===== config.mk =====
export PLATFORM = sky130hd
export DESIGN_NAME = uart_echo_buffer_flat
export DESIGN_NICKNAME = d
export VERILOG_FILES = /design/src/rtl/uart_pkg.sv /design/src/rtl/uart_echo_buffer_if.sv /design/src/rtl/sync_fifo.sv /design/src/rtl/uart_echo_buffer.sv /design/src/flat_wrapper.sv
export SDC_FILE = /design/constraint.sdc
export NUM_CORES = 1
export LEC_CHECK = 0
export BUFFER_PORTS_ARGS = -buffer_cell sky130_fd_sc_hd__buf_2
export CORE_UTILIZATION = 35
export CTS_CLUSTER_DIAMETER = 150
export DETAILED_ROUTE_END_ITERATION = 16
export HOLD_SLACK_MARGIN = 0.12
export SLEW_MARGIN = 0
export SYNTH_ARGS = -nofsm -noshare
export SYNTH_HDL_FRONTEND = slang
export SYNTH_SLANG_ARGS = --single-unit

===== constraint.sdc =====
create_clock -name clk -period 3.1 [get_ports clk]
set_clock_uncertainty 0.2 [all_clocks]
set_input_delay 0.155 -clock clk [delete_from_list [all_inputs] [get_ports clk]]
set_output_delay 0.155 -clock clk [all_outputs]
set_load 0.01 [all_outputs]

===== src/rtl/uart_pkg.sv =====
// Shared types and constants for the UART echo buffer.
package uart_pkg;

    typedef enum logic [1:0] {
        StIdle,
        StIssue,
        StWaitHi,
        StWaitLo
    } echo_state_e;

    localparam logic [7:0] ASCII_CR = 8'h0D;
    localparam logic [7:0] ASCII_LF = 8'h0A;

    // Count must hold 0..depth inclusive.
    function automatic int unsigned cnt_w(input int unsigned depth);
        return $clog2(depth) + 1;
    endfunction

endpackage


===== src/rtl/uart_echo_buffer_if.sv =====
// Handshake/status bundle between UART_Rx/UART_Tx glue and the echo buffer.
interface uart_echo_buffer_if #(
    parameter int unsigned DATA_W = 8,
    parameter int unsigned DEPTH  = 16
) ();

    localparam int unsigned CNT_W = uart_pkg::cnt_w(DEPTH);

    logic              en;
    logic              rx_val;
    logic [DATA_W-1:0] rx_data;
    logic              busy;
    logic              tx_val;
    logic [DATA_W-1:0] tx_data;
    logic [CNT_W-1:0]  fifo_count;
    logic              empty;
    logic              full;
    logic              overrun;
    logic              clr_ovr;

    modport master (
        output en, rx_val, rx_data, busy, clr_ovr,
        input  tx_val, tx_data, fifo_count, empty, full, overrun
    );

    modport slave (
        input  en, rx_val, rx_data, busy, clr_ovr,
        output tx_val, tx_data, fifo_count, empty, full, overrun
    );

endinterface


===== src/rtl/sync_fifo.sv =====
// Single-clock FIFO with combinational head read and registered empty/full.
module sync_fifo import uart_pkg::*; #(
    parameter int unsigned DATA_W = 8,
    parameter int unsigned DEPTH  = 16
) (
    input  logic                      clk,
    input  logic                      rst,
    input  logic                      wr_en,
    input  logic [DATA_W-1:0]         wr_data,
    input  logic                      rd_en,
    output logic [DATA_W-1:0]         rd_data,
    output logic [cnt_w(DEPTH)-1:0]   count,
    output logic                      empty,
    output logic                      full
);

    localparam int unsigned CNT_W = cnt_w(DEPTH);
    localparam int unsigned PTR_W = $clog2(DEPTH);

    logic [DATA_W-1:0] mem_q [DEPTH];
    logic [PTR_W-1:0]  wptr_q, rptr_q;
    logic [CNT_W-1:0]  count_q, count_d;
    logic              empty_q, full_q;
    logic              do_wr, do_rd;

    // A write into a full FIFO is legal only when the head leaves in the same cycle.
    assign do_wr = wr_en && (!full_q || rd_en);
    assign do_rd = rd_en && !empty_q;

    always_comb begin
        count_d = count_q;
        if (do_wr && !do_rd) begin
            count_d = count_q + CNT_W'(1);
        end else if (!do_wr && do_rd) begin
            count_d = count_q - CNT_W'(1);
        end
    end

    always_ff @(posedge clk or posedge rst) begin
        if (rst) begin
            wptr_q  <= '0;
            rptr_q  <= '0;
            count_q <= '0;
            empty_q <= 1'b1;
            full_q  <= 1'b0;
        end else begin
            if (do_wr) wptr_q <= wptr_q + PTR_W'(1);
            if (do_rd) rptr_q <= rptr_q + PTR_W'(1);
            count_q <= count_d;
            empty_q <= (count_d == '0);
            full_q  <= (count_d == CNT_W'(DEPTH));
        end
    end

    always_ff @(posedge clk) begin
        if (do_wr) mem_q[wptr_q] <= wr_data;
    end

    assign rd_data = mem_q[rptr_q];
    assign count   = count_q;
    assign empty   = empty_q;
    assign full    = full_q;

endmodule


===== src/rtl/uart_echo_buffer.sv =====
// Buffers words from UART_Rx and re-issues them to UART_Tx, with busy-timeout retry
// and optional CR -> CR+LF expansion.
module uart_echo_buffer import uart_pkg::*; #(
    parameter int unsigned DATA_W  = 8,
    parameter int unsigned DEPTH   = 16,
    parameter int unsigned BUSY_TO = 64,
    parameter int unsigned CRLF_EN = 0
) (
    input logic              clk,
    input logic              rst,
    uart_echo_buffer_if.slave bus
);

    localparam int unsigned CNT_W = cnt_w(DEPTH);
    localparam int unsigned TO_W  = $clog2(BUSY_TO);

    echo_state_e       state_q, state_d;
    logic [DATA_W-1:0] hold_q, hold_d;
    logic              crlf_pend_q, crlf_pend_d;
    logic [TO_W-1:0]   to_cnt_q, to_cnt_d;
    logic              ovr_q, ovr_d;

    logic [DATA_W-1:0] head;
    logic [CNT_W-1:0]  count;
    logic              f_empty, f_full;
    logic              start, pop, wr, drop;

    assign start = (state_q == StIdle) && bus.en && !bus.busy && (crlf_pend_q || !f_empty);
    // A pending LF is issued from the holding register without touching the FIFO.
    assign pop   = start && !crlf_pend_q;
    assign wr    = bus.rx_val && (!f_full || pop);
    assign drop  = bus.rx_val && f_full && !pop;

    sync_fifo #(
        .DATA_W (DATA_W),
        .DEPTH  (DEPTH)
    ) u_fifo (
        .clk     (clk),
        .rst     (rst),
        .wr_en   (wr),
        .wr_data (bus.rx_data),
        .rd_en   (pop),
        .rd_data (head),
        .count   (count),
        .empty   (f_empty),
        .full    (f_full)
    );

    always_ff @(posedge clk or posedge rst) begin
        if (rst) begin
            state_q     <= StIdle;
            hold_q      <= '0;
            crlf_pend_q <= 1'b0;
            to_cnt_q    <= '0;
            ovr_q       <= 1'b0;
        end else begin
            state_q     <= state_d;
            hold_q      <= hold_d;
            crlf_pend_q <= crlf_pend_d;
            to_cnt_q    <= to_cnt_d;
            ovr_q       <= ovr_d;
        end
    end

    always_comb begin
        state_d     = state_q;
        hold_d      = hold_q;
        crlf_pend_d = crlf_pend_q;
        to_cnt_d    = to_cnt_q;
        unique case (state_q)
            StIdle: begin
                if (start) begin
                    state_d = StIssue;
                    if (crlf_pend_q) begin
                        hold_d      = DATA_W'(ASCII_LF);
                        crlf_pend_d = 1'b0;
                    end else begin
                        hold_d      = head;
                        crlf_pend_d = (CRLF_EN != 0) && (head == DATA_W'(ASCII_CR));
                    end
                end
            end
            StIssue: begin
                state_d  = StWaitHi;
                to_cnt_d = '0;
            end
            StWaitHi: begin
                if (bus.busy) begin
                    state_d = StWaitLo;
                end else if (to_cnt_q == TO_W'(BUSY_TO - 1)) begin
                    state_d = StIssue;
                end else begin
                    to_cnt_d = to_cnt_q + TO_W'(1);
                end
            end
            StWaitLo: begin
                if (!bus.busy) state_d = StIdle;
            end
            default: state_d = StIdle;
        endcase
    end

    // Set wins over clear.
    always_comb begin
        ovr_d = ovr_q;
        if (drop) begin
            ovr_d = 1'b1;
        end else if (bus.clr_ovr) begin
            ovr_d = 1'b0;
        end
    end

    always_comb begin
        bus.tx_val     = (state_q == StIssue);
        bus.tx_data    = hold_q;
        bus.fifo_count = count;
        bus.empty      = f_empty;
        bus.full       = f_full;
        bus.overrun    = ovr_q;
    end

endmodule


===== src/flat_wrapper.sv =====
// flat-port wrapper written by rule: the top's interface ports become plain ports
module uart_echo_buffer_flat import uart_pkg::*;
#(
    parameter int unsigned DATA_W  = 8,
    parameter int unsigned DEPTH   = 16,
    parameter int unsigned BUSY_TO = 64,
    parameter int unsigned CRLF_EN = 0
)
  (clk, rst, bus_en, bus_rx_val, bus_rx_data, bus_busy, bus_clr_ovr, bus_tx_val, bus_tx_data, bus_fifo_count, bus_empty, bus_full, bus_overrun);
  uart_echo_buffer_if #(.DATA_W(DATA_W), .DEPTH(DEPTH)) bus_i ();
  input logic clk;
  input logic rst;
  input wire logic [$bits(bus_i.en)-1:0] bus_en;
  input wire logic [$bits(bus_i.rx_val)-1:0] bus_rx_val;
  input wire logic [$bits(bus_i.rx_data)-1:0] bus_rx_data;
  input wire logic [$bits(bus_i.busy)-1:0] bus_busy;
  input wire logic [$bits(bus_i.clr_ovr)-1:0] bus_clr_ovr;
  output wire logic [$bits(bus_i.tx_val)-1:0] bus_tx_val;
  output wire logic [$bits(bus_i.tx_data)-1:0] bus_tx_data;
  output wire logic [$bits(bus_i.fifo_count)-1:0] bus_fifo_count;
  output wire logic [$bits(bus_i.empty)-1:0] bus_empty;
  output wire logic [$bits(bus_i.full)-1:0] bus_full;
  output wire logic [$bits(bus_i.overrun)-1:0] bus_overrun;
  assign bus_i.en = bus_en;
  assign bus_i.rx_val = bus_rx_val;
  assign bus_i.rx_data = bus_rx_data;
  assign bus_i.busy = bus_busy;
  assign bus_i.clr_ovr = bus_clr_ovr;
  assign bus_tx_val = bus_i.tx_val;
  assign bus_tx_data = bus_i.tx_data;
  assign bus_fifo_count = bus_i.fifo_count;
  assign bus_empty = bus_i.empty;
  assign bus_full = bus_i.full;
  assign bus_overrun = bus_i.overrun;
  uart_echo_buffer #(.DATA_W(DATA_W), .DEPTH(DEPTH), .BUSY_TO(BUSY_TO), .CRLF_EN(CRLF_EN)) u_core (.clk(clk), .rst(rst), .bus(bus_i));
endmodule

==> out/metrics.csv <==
stage;metric;value;unit
clock_tree;cts.sinks;160;
global_routing;grtUsageTotal;14.7;%
timing;grt_setup_unrepaired;false;
die;design.die.area;19300;sq um
timing;final_period_minus_worst_setup_slack;2650;ps
critical_path;cp.required;2980;ps
synth;synth.yosys.warnings;0;
synth;post_synth_num_cell_types;48;
critical_path;max_stage_delay;540;ps
synth;synth-edff-count;128;
global_routing;first_pass_grt_wire_length;20.4;mm
critical_path;crit-reg2reg-launch;u_core.state_q[0];
synth;synth_ff_type;edfxtp_1;
cells_and_area;antenna-diode-count;0;
power_and_ir_drop;power_frac_clock;30.7;%
die;fp.dieH;139;microns
synth;post-synth-top-area-cell;edfxtp_1;
critical_path;timing.critical_path.fanout_max;8;
power_and_ir_drop;netSwitchingFraction;30.8;%
detailed_routing;drt.antenna.violating_nets;0;
die;rows;49;
global_routing;global_route.usage.met3;3.80;%
die;effective_utilization_at_floorplan;36.2;%
clock_tree;cts.repair.resized;0;
global_routing;grt_remaining_overflow;0;
critical_path;rr_endpoint;u_core.u_fifo.mem_q[7][1];
min_path;whs_endpoint;u_core.u_fifo.count[3];
detailed_routing;drc;0;
cells_and_area;area_growth_syn_to_layout;18.5;%
placement;gp_congestion;0.785;
detailed_routing;first_iter_violations;242;
min_path;worst_hold_startpoint;bus_en;
synth;async_flop_share;20.0;%
die;core;18100;sq um
placement;dp_worst_setup_slack;462;ps
global_routing;first_global_vias;3564;
detailed_routing;drt_first_pass_iters;6;
run;maxCapViolations;0;
critical_path;timing.critical_path.to_type;flop;
cells_and_area;final_cell_mix;edfxtp_1 (128), mux4_2 (32), buf_2 (30), dfrtp_1 (30), clkbuf_16 (17);
critical_path;worst_r2r_path_depth;5;
timing;number_of_hold_slack_violations_in_the_final_timing_report;0;
power_and_ir_drop;switching_power;2.10;mW
die;die_x;139;microns
cells_and_area;final_layout_size_suffix_gt1_share;25.6;%
synth;mappedNetlistNets;399;
synth;post_synthesis_cell_area;6570;sq um
power_and_ir_drop;power.leakage;2.79;nW
placement;half_perimeter_wire_length_of_the_detailed_placement_result;8.75;mm
cells_and_area;num-nets-final;458;
critical_path;cpMaxStageDelayCell;or3_1;
min_path;hp-class;in -> reg;
die;io_pins;31;
timing;setup_tns;0;ps
global_routing;grt_start_max_net_pins;36;
synth;seq_area_frac_synth;70.8;%
run_status;status;finished clean;
clock_tree;cts.htree.levels;4;
timing;fmax;0.377;GHz
detailed_routing;wl_per_cell;19.6;microns
global_routing;grt-busiest-layer;met2;
critical_path;critPathTopFamily;simple AND/OR/NAND/NOR gates;
min_path;worst_hold_path.num_cells;5;
timing;setup_ws_final;450;ps
placement;dpl.cell_count;632;
clock_tree;inserted_clock_buffers;17;
timing;layout_worst_path_cycle_share;85.5;%
detailed_routing;routed-via-count;3525;
cells_and_area;mostFrequentLayoutCell;edfxtp_1;
critical_path;critical_path_class;reg -> reg;
synth;synth-seq-cells;160;
global_routing;number_of_antenna_violations_at_the_first_check_in_global_routing;0;
power_and_ir_drop;vdd_ir_drop_max;352;uV
timing;worstMarginPinSlew;572;ps
power_and_ir_drop;seq_power_share;42.2;%
critical_path;reg2reg_setup_slack;450;ps
power_and_ir_drop;power.combinational.fraction;27.1;%
timing;final_max_slew_viol_count;0;
cells_and_area;stdcell_count;678;
timing;maxSlewHeadroom;61.6;%
global_routing;grtUsageMet2;22.6;%
critical_path;worstPathCellList;or3_1 -> nor2_4 -> o21ai_1 -> nor2_1 -> and3_1;
clock_tree;cts.reportedPaths.clkPinSlew;60;ps
detailed_routing;wirelength;13.3;mm
synth;post_synth_inst_count;377;
critical_path;cp_data_arrival_time;2530;ps
clock_tree;tritoncts;built;
clock_tree;worstSkewPairLatency;430;ps
critical_path;critical_path.startpoint_type;flop;
timing;final_number_of_setup_violating_endpoints;0;
global_routing;globalRouteMet1Util;19.9;%
clock_tree;cts.root.buffer_cell;clkbuf_16;
critical_path;buf_inv_stages_crit_path;0;
clock_tree;clk_path_buf_depth;2;
synth;ys_top_cells_by_area;edfxtp_1 (59%), dfrtp_1 (12%), mux4_2 (11%);
detailed_routing;via_per_inst;5.20;
power_and_ir_drop;power_report.internal_total;4.72;mW
power_and_ir_drop;power.density_cell_area;876;nW/um^2
synth;synth_top_area_share;58.5;%
synth;syn-mean-instance-area;17.4;sq um
placement;numPortBuffers;30;
==> flip-flops by register name, indices dropped and copies added, names as in the netlist <==
signal                count
u_core.bus.tx_data        8
u_core.u_fifo.wptr_q      4
u_core.u_fifo.mem_q     128
u_core.u_fifo.empty       1
u_core.u_fifo.full        1
u_core.u_fifo.count       5
u_core.state_q            2
u_core.u_fifo.rptr_q      4
u_core.to_cnt_q           6
u_core.bus.overrun        1
==> worst min-delay path, cell delays in order <==
cell	delay, ps
buf_2	100
nor2b_1	190
nand3_1	100
a21boi_1	80
nor2_1	100
==> synthesized netlist by cell type, types with 7 or more instances <==
library cell / number
a21oi_1: 8
and3_1: 11
buf_2: 7
dfrtp_1: 31
edfxtp_1: 128
ha_1: 8
inv_1: 15
mux2i_1: 16
mux4_2: 32
nand2_1: 15
nor2_1: 16
o21ai_1: 7
xnor2_1: 8
==> stage by stage <==
stage               utilization, %  hold WS [ps]  area [sq um]  total power, mW
finish                        42.9           143          7780             6.82
global placement              38.8          -113          7030             4.74
global route                  42.9           168          7780             7.14
floorplan                        -          48.9          6570             4.20
CTS                           42.9           127          7780             6.89
detailed placement            38.8          -105          7030             4.78
==> cell type report <==
type / count / area [sq um]
timing repair buffer: 57 / 400
sequential: 160 / 4650
clock inverter: 14 / 176
inverter: 15 / 56.3
tap: 229 / 287
fill: 1587 / 10400
multi-input combinational: 185 / 1780
clock buffer: 18 / 429
==> power by group through the flow <==
stage                     combinational [mW]  sequential [mW]  clock [mW]
final                                   1.85             2.88        2.09
after global routing                    2.01             2.92        2.21
after CTS                               1.88             2.88        2.13
after detailed placement                1.86             2.92           0
after global placement                  1.84             2.90           0
after floorplan                         1.32             2.87           0
==> cell families (layout without fill, tap and decap cells) <==
family	Yosys count	count (layout)	synth area share, %
xor gates and xnor gates	10	10	1.33
AOI/OAI and AO/OA	45	45	4.61
adders and majority gates	8	8	1.52
DFF	160	160	70.8
and+or+nand+nor	74	74	6.27
muxes	48	48	13.4
buffers and inverters	32	104	2.08
==> per-layer routing <==
| layer | vias up | part of all wire (%) |
|---|---|---|
| li1 | 1597 | - |
| met1 | 1799 | 46 |
| met2 | 109 | 47 |
| met3 | 20 | 5.2 |
| met4 | 0 | 1.7 |
| met5 | - | 0 |
==> worst max-delay path by stage <==
stage / start / end / slack, ps / depth (start not counted)
finish: u_core.state_q[0] / u_core.u_fifo.mem_q[7][1] / 450 / 5
global placement: u_core.state_q[0] / u_core.u_fifo.mem_q[9][2] / 540 / 5
floorplan: u_core.state_q[0] / u_core.u_fifo.mem_q[0][0] / 430 / 5
global route: u_core.state_q[0] / u_core.u_fifo.mem_q[7][1] / 270 / 5
detailed placement: u_core.state_q[0] / u_core.u_fifo.mem_q[7][2] / 460 / 5
CTS: u_core.state_q[0] / u_core.u_fifo.mem_q[7][1] / 450 / 5
==> repair_timing <==
item / 4_1_cts / 5_1_grt
setup buffers: 0 / 0
hold buffers: 14 / 0
hold endpoints to repair: 175 / 0
(Power assumes the default switching activity.)
